<file path="config.mk">
export PLATFORM = sky130hd
export DESIGN_NAME = frame_sequencer
export DESIGN_NICKNAME = d
export VERILOG_FILES = /design/src/rtl/video_pkg.sv /design/src/rtl/pix_skid_fifo.sv /design/src/rtl/frame_sequencer.sv
export SDC_FILE = /design/constraint.sdc
export NUM_CORES = 1
export LEC_CHECK = 0
export BUFFER_PORTS_ARGS = -buffer_cell sky130_fd_sc_hd__buf_2
export CAP_MARGIN = 20
export CORE_MARGIN = 8
export CORE_UTILIZATION = 38
export CTS_BUF_LIST = sky130_fd_sc_hd__clkbuf_4 sky130_fd_sc_hd__clkbuf_8
export DETAILED_ROUTE_END_ITERATION = 10
export GPL_ROUTABILITY_DRIVEN = 0
export MAX_ROUTING_LAYER = met4
export PLACE_DENSITY_LB_ADDON = 0.1
export SETUP_SLACK_MARGIN = 0.1
export SLEW_MARGIN = 10
export SYNTH_ARGS = -nofsm -noshare
export SYNTH_HDL_FRONTEND = slang
export SYNTH_HIERARCHICAL = 1
export SYNTH_SLANG_ARGS = --single-unit
</file>
<file path="constraint.sdc">
create_clock -name clk -period 3 [get_ports clk]
set_input_delay 0.6 -clock clk [delete_from_list [all_inputs] [get_ports clk]]
set_output_delay 0.6 -clock clk [all_outputs]
set_load 0.005 [all_outputs]
</file>
<file path="src/rtl/video_pkg.sv">
// video_pkg: shared types and constants for the pixel pipeline
// (raster defaults, colour/beat types, sequencer states, colour bars).
package video_pkg;

  localparam int SCREEN_WIDTH_DEF  = 640;
  localparam int SCREEN_HEIGHT_DEF = 480;
  localparam int RGB_W             = 24;

  typedef logic [RGB_W-1:0] rgb_t;

  typedef struct packed {
    rgb_t rgb;
    logic sof;
    logic eol;
  } pix_beat_t;

  typedef enum logic [1:0] {
    IDLE  = 2'd0,
    RUN   = 2'd1,
    DRAIN = 2'd2
  } seq_state_t;

  localparam rgb_t BAR_WHITE   = 24'hFFFFFF;
  localparam rgb_t BAR_YELLOW  = 24'hFFFF00;
  localparam rgb_t BAR_CYAN    = 24'h00FFFF;
  localparam rgb_t BAR_GREEN   = 24'h00FF00;
  localparam rgb_t BAR_MAGENTA = 24'hFF00FF;
  localparam rgb_t BAR_RED     = 24'hFF0000;
  localparam rgb_t BAR_BLUE    = 24'h0000FF;
  localparam rgb_t BAR_BLACK   = 24'h000000;

  // Maps a bar index (0 = leftmost) to its colour.
  function automatic rgb_t barColour(input logic [2:0] idx);
    rgb_t c;
    case (idx)
      3'd0:    c = BAR_WHITE;
      3'd1:    c = BAR_YELLOW;
      3'd2:    c = BAR_CYAN;
      3'd3:    c = BAR_GREEN;
      3'd4:    c = BAR_MAGENTA;
      3'd5:    c = BAR_RED;
      3'd6:    c = BAR_BLUE;
      default: c = BAR_BLACK;
    endcase
    return c;
  endfunction

endpackage

</file>
<file path="src/rtl/pix_skid_fifo.sv">
// pix_skid_fifo: 2-entry FIFO of pixel beats. Head is the oldest entry;
// the owner guarantees no push when full and no pop when empty.
module pix_skid_fifo
  import video_pkg::*;
(
  input  logic      clk,
  input  logic      reset,
  input  logic      i_push,
  input  pix_beat_t i_data,
  input  logic      i_pop,
  output pix_beat_t o_head,
  output logic [1:0] o_count
);

  pix_beat_t  r_mem [2];
  logic       r_wrPtr;
  logic       r_rdPtr;
  logic [1:0] r_count;

  // Storage, pointers and occupancy; storage is cleared so the head reads 0 after reset.
  always_ff @(posedge clk) begin
    if (reset) begin
      r_mem[0] <= '0;
      r_mem[1] <= '0;
      r_wrPtr  <= 1'b0;
      r_rdPtr  <= 1'b0;
      r_count  <= 2'd0;
    end else begin
      if (i_push) begin
        r_mem[r_wrPtr] <= i_data;
        r_wrPtr        <= ~r_wrPtr;
      end
      if (i_pop) begin
        r_rdPtr <= ~r_rdPtr;
      end
      case ({i_push, i_pop})
        2'b10:   r_count <= r_count + 2'd1;
        2'b01:   r_count <= r_count - 2'd1;
        default: r_count <= r_count;
      endcase
    end
  end

  assign o_head  = r_mem[r_rdPtr];
  assign o_count = r_count;

endmodule

</file>
<file path="src/rtl/frame_sequencer.sv">
// frame_sequencer: issues raster coordinates to a registered colour source,
// collects the colours one cycle later into a 2-entry FIFO and emits a
// backpressured pixel stream with sof/eol flags. Frames always run to
// completion; continuous mode restarts at each frame end unless stopped.
// Optional build macro FRAME_SEQ_PATTERN_EN adds test_pattern_i, which
// replaces captured colours with 8 vertical colour bars.
module frame_sequencer
  import video_pkg::*;
#(
  parameter int SCREEN_WIDTH  = SCREEN_WIDTH_DEF,
  parameter int SCREEN_HEIGHT = SCREEN_HEIGHT_DEF,
  parameter int COORD_W       = 11,
  parameter int RGB_SIZE      = RGB_W,
  parameter int FRAME_CNT_W   = 16
) (
  input  logic                   clk,
  input  logic                   reset,
  input  logic                   start_i,
  input  logic                   stop_i,
  input  logic                   continuous_i,
  output logic                   coord_valid_o,
  output logic [COORD_W-1:0]     x_o,
  output logic [COORD_W-1:0]     y_o,
  input  logic [RGB_SIZE-1:0]    colour_i,
`ifdef FRAME_SEQ_PATTERN_EN
  input  logic                   test_pattern_i,
`endif
  output logic [RGB_SIZE-1:0]    pix_data_o,
  output logic                   pix_valid_o,
  input  logic                   pix_ready_i,
  output logic                   pix_sof_o,
  output logic                   pix_eol_o,
  output logic                   busy_o,
  output logic                   frame_done_o,
  output logic [FRAME_CNT_W-1:0] frame_cnt_o
);

  localparam logic [COORD_W-1:0] X_LAST = COORD_W'(SCREEN_WIDTH - 1);
  localparam logic [COORD_W-1:0] Y_LAST = COORD_W'(SCREEN_HEIGHT - 1);

  seq_state_t             r_state;
  seq_state_t             w_stateNext;
  logic [COORD_W-1:0]     r_x;
  logic [COORD_W-1:0]     r_y;
  logic                   r_stopPend;
  logic                   r_ifValid;
  logic                   r_ifSof;
  logic                   r_ifEol;
  logic [FRAME_CNT_W-1:0] r_frameCnt;
  logic                   r_frameDone;

  logic [1:0]             w_occ;
  logic [2:0]             w_pending;
  logic                   w_pop;
  logic                   w_issue;
  logic                   w_lastPix;
  logic                   w_drained;
  logic                   w_frameEnd;
  rgb_t                   w_captured;
  pix_beat_t              w_pushBeat;
  pix_beat_t              w_head;

  // Issue throttle: a slot is free when FIFO entries plus the in-flight beat,
  // less the beat leaving this cycle, stay below the FIFO depth.
  always_comb begin
    w_pop     = (w_occ != 2'd0) && pix_ready_i;
    w_pending = {1'b0, w_occ} + {2'b00, r_ifValid} - {2'b00, w_pop};
    w_issue   = (r_state == RUN) && (w_pending < 3'd2);
    w_lastPix = (r_x == X_LAST) && (r_y == Y_LAST);
    w_drained = ((w_occ - {1'b0, w_pop}) == 2'd0) && !r_ifValid;
  end

  // Next-state logic; a frame ends when the last beat leaves and nothing is in flight.
  always_comb begin
    w_stateNext = r_state;
    w_frameEnd  = 1'b0;
    case (r_state)
      IDLE: begin
        if (start_i) w_stateNext = RUN;
      end
      RUN: begin
        if (w_issue && w_lastPix) w_stateNext = DRAIN;
      end
      DRAIN: begin
        if (w_drained) begin
          w_frameEnd  = 1'b1;
          w_stateNext = (continuous_i && !r_stopPend) ? RUN : IDLE;
        end
      end
      default: w_stateNext = IDLE;
    endcase
  end

  // State register.
  always_ff @(posedge clk) begin
    if (reset) r_state <= IDLE;
    else       r_state <= w_stateNext;
  end

  // Raster counters advance on every issue and rewind at frame end.
  always_ff @(posedge clk) begin
    if (reset || w_frameEnd) begin
      r_x <= '0;
      r_y <= '0;
    end else if (w_issue) begin
      if (r_x == X_LAST) begin
        r_x <= '0;
        r_y <= (r_y == Y_LAST) ? '0 : r_y + COORD_W'(1);
      end else begin
        r_x <= r_x + COORD_W'(1);
      end
    end
  end

  // Stop request: held until the frame ends; a stop on the exit cycle of a
  // continuing frame carries into the next one.
  always_ff @(posedge clk) begin
    if (reset)                            r_stopPend <= 1'b0;
    else if (w_frameEnd)                  r_stopPend <= (w_stateNext == RUN) && stop_i;
    else if (stop_i && r_state != IDLE)   r_stopPend <= 1'b1;
  end

  // In-flight tracker: flags for the coordinate whose colour arrives next cycle.
  always_ff @(posedge clk) begin
    if (reset) begin
      r_ifValid <= 1'b0;
      r_ifSof   <= 1'b0;
      r_ifEol   <= 1'b0;
    end else begin
      r_ifValid <= w_issue;
      if (w_issue) begin
        r_ifSof <= (r_x == '0) && (r_y == '0);
        r_ifEol <= (r_x == X_LAST);
      end
    end
  end

  // Completed-frame counter and its companion pulse.
  always_ff @(posedge clk) begin
    if (reset) begin
      r_frameCnt  <= '0;
      r_frameDone <= 1'b0;
    end else begin
      r_frameDone <= w_frameEnd;
      if (w_frameEnd) r_frameCnt <= r_frameCnt + FRAME_CNT_W'(1);
    end
  end

`ifdef FRAME_SEQ_PATTERN_EN
  localparam logic [COORD_W+2:0] W_EXT = (COORD_W + 3)'(SCREEN_WIDTH);

  logic [COORD_W-1:0] r_ifX;
  logic [COORD_W+2:0] w_barProd;
  logic [2:0]         w_barIdx;

  // Keeps the issued x alongside the in-flight flags for bar selection.
  always_ff @(posedge clk) begin
    if (reset)        r_ifX <= '0;
    else if (w_issue) r_ifX <= r_x;
  end

  // Colour capture with optional bar substitution indexed by (x*8)/width.
  always_comb begin
    w_barProd  = {r_ifX, 3'b000};
    w_barIdx   = 3'(w_barProd / W_EXT);
    w_captured = test_pattern_i ? barColour(w_barIdx) : rgb_t'(colour_i);
  end
`else
  // Colour capture passes the source colour straight through.
  always_comb begin
    w_captured = rgb_t'(colour_i);
  end
`endif

  // Beat assembled from the returning colour and its in-flight flags.
  always_comb begin
    w_pushBeat.rgb = w_captured;
    w_pushBeat.sof = r_ifSof;
    w_pushBeat.eol = r_ifEol;
  end

  pix_skid_fifo u_fifo (
    .clk     (clk),
    .reset   (reset),
    .i_push  (r_ifValid),
    .i_data  (w_pushBeat),
    .i_pop   (w_pop),
    .o_head  (w_head),
    .o_count (w_occ)
  );

  assign coord_valid_o = w_issue;
  assign x_o           = r_x;
  assign y_o           = r_y;
  assign pix_data_o    = RGB_SIZE'(w_head.rgb);
  assign pix_valid_o   = (w_occ != 2'd0);
  assign pix_sof_o     = w_head.sof;
  assign pix_eol_o     = w_head.eol;
  assign busy_o        = (r_state != IDLE);
  assign frame_done_o  = r_frameDone;
  assign frame_cnt_o   = r_frameCnt;

endmodule

</file>
==> impl_metrics.ini, run 1 <==
[outcome]
outcome = finished, final reports clean

[cells_and_area]
drive_gt1_share_pct = 32.25
synthToLayoutAreaGrowth_pct = 21.89
final_util_pct = 47.27
fill_cells = 1177
diodes = 0
fin_nets = 588

[hold_path]
worstHoldPathType = reg -> reg
holdPathStages = 2
holdPathEnd = r_ifSof
hold_start = r_ifSof

[synthesis]
yosysTopAreaCellShare_pct = 33.52
synthArstFlopShare_pct = 0
ys_types = 39
syn_inst = 442
syn-num-nets = 480
synth.cell_area_um2 = 4658
yosys.area.top_type = edfxtp_1
yosys-top-cells-count = nor2_1, edfxtp_1, dfxtp_1
synth_edf_count = 52
ys_seq_elements = 102
synth.area.top_cells = edfxtp_1, dfxtp_1, nor2_1, mux2_2, xnor2_1
ys_dominant_reg_cell = edfxtp_1
yosys_warnings = 6
avgSynthCellArea_um2 = 10.54
seq_area_frac_synth_pct = 55.01
yosysMostFrequentCell = nor2_1

[sta]
maxSlewHeadroom_pct = 59.21
min_period_ns = 2.849
finalSetupViolCount = 0
tns_ns = 0
slew_violations = 0
grt_setup_unrepaired = yes
fmax_mhz = 351.0
finalHoldViolCount = 0
worst_slew_pin_slew_ns = 0.6119
period_share_pct = 94.97
skew_ns = 0.01118

[power]
irDropWorstVdd_v = 0.0002241
cellPowerDensity_nw_per_um2 = 591.8
p_leak_nw = 2.221

[floorplan]
die_area_um2 = 16060
rows = 40
ios = 98
start_util_pct = 38.78
core_area_um2 = 12010
die_w_um = 126.7
die_y_um = 126.7

[flow_run]
cap_viol_max_count = 0

[detailed_routing]
routed_via_density = 4.846
drc = 0
drtIter0Drc = 165
first_pass_iters = 4
wire_per_inst_um = 15.12
routed_wl_um = 10620
vias = 3402
ant_nets = 0

[grt]
grt_max_degree = 34
grt_pass1_wl_um = 17440
first_global_vias = 3482
antenna_found_initial = 0
grt_usage_pct = 13.74
overflow = 0

[cts]
cts_tree = yes
ctsHoldBuffers = 0
cts_sinks = 102
numCtsBuffers = 9
clk_pin_slew_ns = 0.09
clock_latency_ns = 0.36
htree_levels = 3
cts_root_buf = clkbuf_8
cts.path.max_buffers = 2

[critical_path]
regToRegEndpoint = y_o[2]
rrSetupSlack_ns = 0.17
worstReg2RegStart = u_fifo/o_count[0]
required_ns = 2.40
rr_worst_depth = 11
critPathLaunchType = flop
cp-end-kind = output pin
crit_type = reg -> out
cp_data_arrival_time_ns = 2.25
cp_max_fo = 2

[placement]
io_buffers = 97
place_hpwl_um = 7291
[sequential cells by signal, indices dropped and copies added (netlist names), 2 cells and up, named ones only]
| signal | count |
|---|---|
| u_fifo/r_mem | 52 |
| frame_cnt_o | 16 |
| x_o | 11 |
| y_o | 11 |
| r_state | 2 |
| u_fifo/o_count | 2 |
[worst max path at each step]
stage                      startpoint             to
global placement          pix_ready_i  coord_valid_o
detailed placement        pix_ready_i        y_o[10]
CTS                 u_fifo/o_count[0]  coord_valid_o
finish              u_fifo/o_count[0]  coord_valid_o
floorplan           u_fifo/o_count[1]  coord_valid_o
global route        u_fifo/o_count[0]  coord_valid_o
[cells by family after synthesis]
| logic type | after synthesis | synth area share, % |
|---|---|---|
| AO/OA/AOI/OAI | 23 | 2.686 |
| XOR/XNOR | 34 | 6.393 |
| adder cells (fa/ha/maj) | 8 | 2.310 |
| buffers and inverters | 33 | 3.035 |
| flip-flops | 102 | 55.01 |
| multiplexers | 28 | 6.715 |
| AND/OR/NAND/NOR | 214 | 23.85 |
[power by group]
| group | switching (mW) | total, mW | internal (mW) |
|---|---|---|---|
| clock | 0.464 | 1.03 | 0.563 |
| combinational | 0.359 | 0.730 | 0.371 |
| sequential | 0.0360 | 1.60 | 1.57 |
[through the flow]
step	total power, mW	hold slack (ns)	cells	setup slack [ns]	instance area, um^2
2_1_floorplan	2.040	0.4324	442	0.1439	4658
3_5_place_dp	2.303	0.4533	684	0.03289	5359
5_1_grt	3.551	0.5034	702	0.03408	5678
4_1_cts	3.410	0.4676	702	0.07231	5662
6_report	3.360	0.4654	702	0.1510	5678
3_3_place_gp	2.299	0.4492	684	0.06493	5359
[cell usage in the layout, fill, tap and decap left out, types with 2 or more instances in the layout]
cell / count
nor2_1: 97
buf_2: 96
edfxtp_1: 52
dfxtp_1: 49
nand2b_1: 32
xnor2_1: 27
mux2_2: 26
inv_1: 15
buf_4: 15
nand2_1: 14
nand4_1: 13
a21oi_1: 12
nor3_1: 10
nand3_1: 9
clkbuf_8: 9
o21ai_0: 7
or3_1: 6
xor2_1: 6
ha_1: 6
nor4_2: 4
nor4_1: 4
and3_1: 3
and2_1: 3
bufinv_16: 3
buf_6: 3
nor2b_1: 2
or2_4: 2
mux2i_1: 2
or2_1: 2
clkinvlp_2: 2
[cell type report]
type                            count  area [um^2]  share of cell area (%)
Clock buffer                       10        131.4                   2.314
Clock inverter                      6        108.9                   1.917
Tap cell                          147        183.9                   3.239
Multi-Input combinational cell    307         2003                   35.28
Timing Repair Buffer              114        626.9                   11.04
Sequential cell                   102         2564                   45.15
Inverter                           16        60.06                   1.058
[critical path: stages (launching register included)]
cell and delay, ns:
dfxtp_1 0.32, or2_4 0.24, and2_4 0.15, ha_4 0.20
nand2b_4 0.14, fa_2 0.38, xnor2_2 0.18, nand3_2 0.10
inv_2 0.09, buf_6 0.09
[routing by layer]
| metal | vias up | global-route usage [%] | wire length [um] |
|---|---|---|---|
| li1 | 1722 | - | - |
| met1 | 1601 | 16.61 | 5034 |
| met2 | 77 | 22.26 | 5024 |
| met3 | 2 | 3.226 | 518 |
| met4 | 0 | 4.479 | 37 |
| met5 | - | - | 0 |
[repair_timing]
item                       CTS  global route
pin swaps                    5             4
setup endpoints to repair    1            23
cloned                       0             0
resized for setup           10             5
buffers inserted             2             0
No activity file was read; power rests on OpenSTA's default activity.
==> run 2, diff against run 1 <==
Settings changed: CORE_UTILIZATION 38 to 55.
==> impl_metrics.ini, run 2 (synthesis gave the netlist of run 1 again) <==
[cells_and_area]
drive_gt1_share_pct = 32.92
diodes = 0
fin_area_um2 = 5599
top_register = u_fifo/r_mem
largest_reg_flops = 52
fill_cells = 680
fin_nets = 592
mostFrequentLayoutCells = nor2_1, buf_2, edfxtp_1, dfxtp_1, nand2b_1
final_common_cell = nor2_1
synthToLayoutAreaGrowth_pct = 20.20

[sta]
finalSetupViolCount = 0
worst_slew_pin_slew_ns = 0.4177
period_share_pct = 95.98
tns_ns = 0
fmax_mhz = 347.3
skew_ns = 0.009595
slew_violations = 0
finalHoldViolCount = 0
maxSlewHeadroom_pct = 72.15
whs_ns = 0.4673
grt_setup_unrepaired = yes
min_period_ns = 2.879

[critical_path]
path_delay_family = simple AND/OR/NAND/NOR gates
critPathLaunchType = flop
required_ns = 2.40
cp_slowest_stage_delay_ns = 0.38
worst-path-buf-inv = 2
cp_max_fo = 2
cp_data_arrival_time_ns = 2.28
crit_type = reg -> out
crit_chain = or2_4, and2_4, ha_4, nand2b_4, fa_2, xnor2_2, nand3_2, inv_2, buf_6
cp-end-kind = output pin
critPathSlowestCell = fa_2

[detailed_routing]
ant_nets = 0
drtIter0Drc = 135
vias = 3505
drc = 0
routed_wl_um = 9985
routed_via_density = 5.279
first_pass_iters = 6
wire_per_inst_um = 15.04

[grt]
busiest_layer = met2
first_global_vias = 3480
grt_use_met1_pct = 20.61
grt_pass1_wl_um = 16040
grt_usage_pct = 17.47
grt_use_met2_pct = 28.90
grt_max_degree = 46
antenna_found_initial = 0
overflow = 0
gr-usage-met3_pct = 3.272

[power]
irDropWorstVdd_v = 0.0002607
cellPowerDensity_nw_per_um2 = 569.5
p_leak_nw = 2.206
p_total_mw = 3.189

[cts]
clock_latency_ns = 0.36
clk_pin_slew_ns = 0.10
cts_sinks = 102
numCtsBuffers = 9
cts.path.max_buffers = 2
cts_tree = yes
htree_levels = 3
cts_root_buf = clkbuf_8

[floorplan]
die_y_um = 108.0
start_util_pct = 56.69
die_area_um2 = 11670
core_area_um2 = 8217
rows = 33
die_w_um = 108.0
ios = 98

[flow_run]
cap_viol_max_count = 0

[placement]
place_area_um2 = 5269
io_buffers = 97
place_hpwl_um = 6839

[hold_path]
worstHoldPathType = reg -> reg

[outcome]
outcome = finished, final reports clean
[run 2: changes by cell type in the layout (fill, tap and decap cells not counted), moves of 2 or more]
| cell | before | now |
|---|---|---|
| clkinvlp_4 | 0 | 3 |
| bufinv_16 | 3 | 0 |
| buf_4 | 15 | 21 |
| buf_6 | 3 | 1 |
| clkinvlp_2 | 2 | 0 |
[run 2: worst register-to-register path, delay by kind of cell, from the launching register on]
kind / cells / cell delay (ns)
and+or+nand+nor: 6 / 1.28
adders and majority gates: 2 / 0.58
DFF: 1 / 0.33
buffers and inverters: 2 / 0.24
xor gates and xnor gates: 1 / 0.18
AOI/OAI and AO/OA: 1 / 0.14
[run 2: timing repair]
action | CTS | global route
gates resized for setup | 11 | 4
pin swaps | 5 | 6
hold buffers | 0 | 0
buffers inserted | 9 | 2
setup endpoints to repair | 22 | 14
gates cloned | 0 | 0
[run 2: layout make-up]
type	instances	area (um^2)	share of cell area, %
Sequential cell	102	2565	45.81
Inverter	16	60.06	1.073
Clock inverter	6	46.29	0.8268
Tap cell	105	131.4	2.346
Clock buffer	10	131.4	2.346
Timing Repair Buffer	118	649.4	11.60
Multi-Input combinational cell	307	2016	36.00
[run 2: worst paths after layout]
check	endpoint	slack [ns]	from	cells past startpoint
max	coord_valid_o	0.12	u_fifo/o_count[1]	9
min	r_ifEol	0.47	r_ifEol	2
max reg2reg	y_o[2]	0.20	u_fifo/o_count[1]	12
min reg2reg	r_ifEol	0.47	r_ifEol	2
[run 2: layer usage]
layer / part of all wire, % / vias to the layer above
met4: 1.3 / 0
met3: 5.0 / 12
met1: 44 / 1676
met2: 50 / 80
li1: - / 1737
met5: 0 / -
[run 2: through the flow]
step,instances,utilization [%],worst slack [ns]
after floorplan,442,-,0.1439
after global routing,664,68.14,0.04811
after global placement,637,64.12,0.08656
final,664,68.14,0.1207
after CTS,662,67.70,0.09166
after detailed placement,637,64.12,0.01495
[run 2: power breakdown]
group	internal (mW)	switching [mW]	total [mW]
clock network	0.317	0.480	0.798
logic	0.416	0.369	0.785
registers	1.57	0.0364	1.61
total	2.30	0.886	3.19
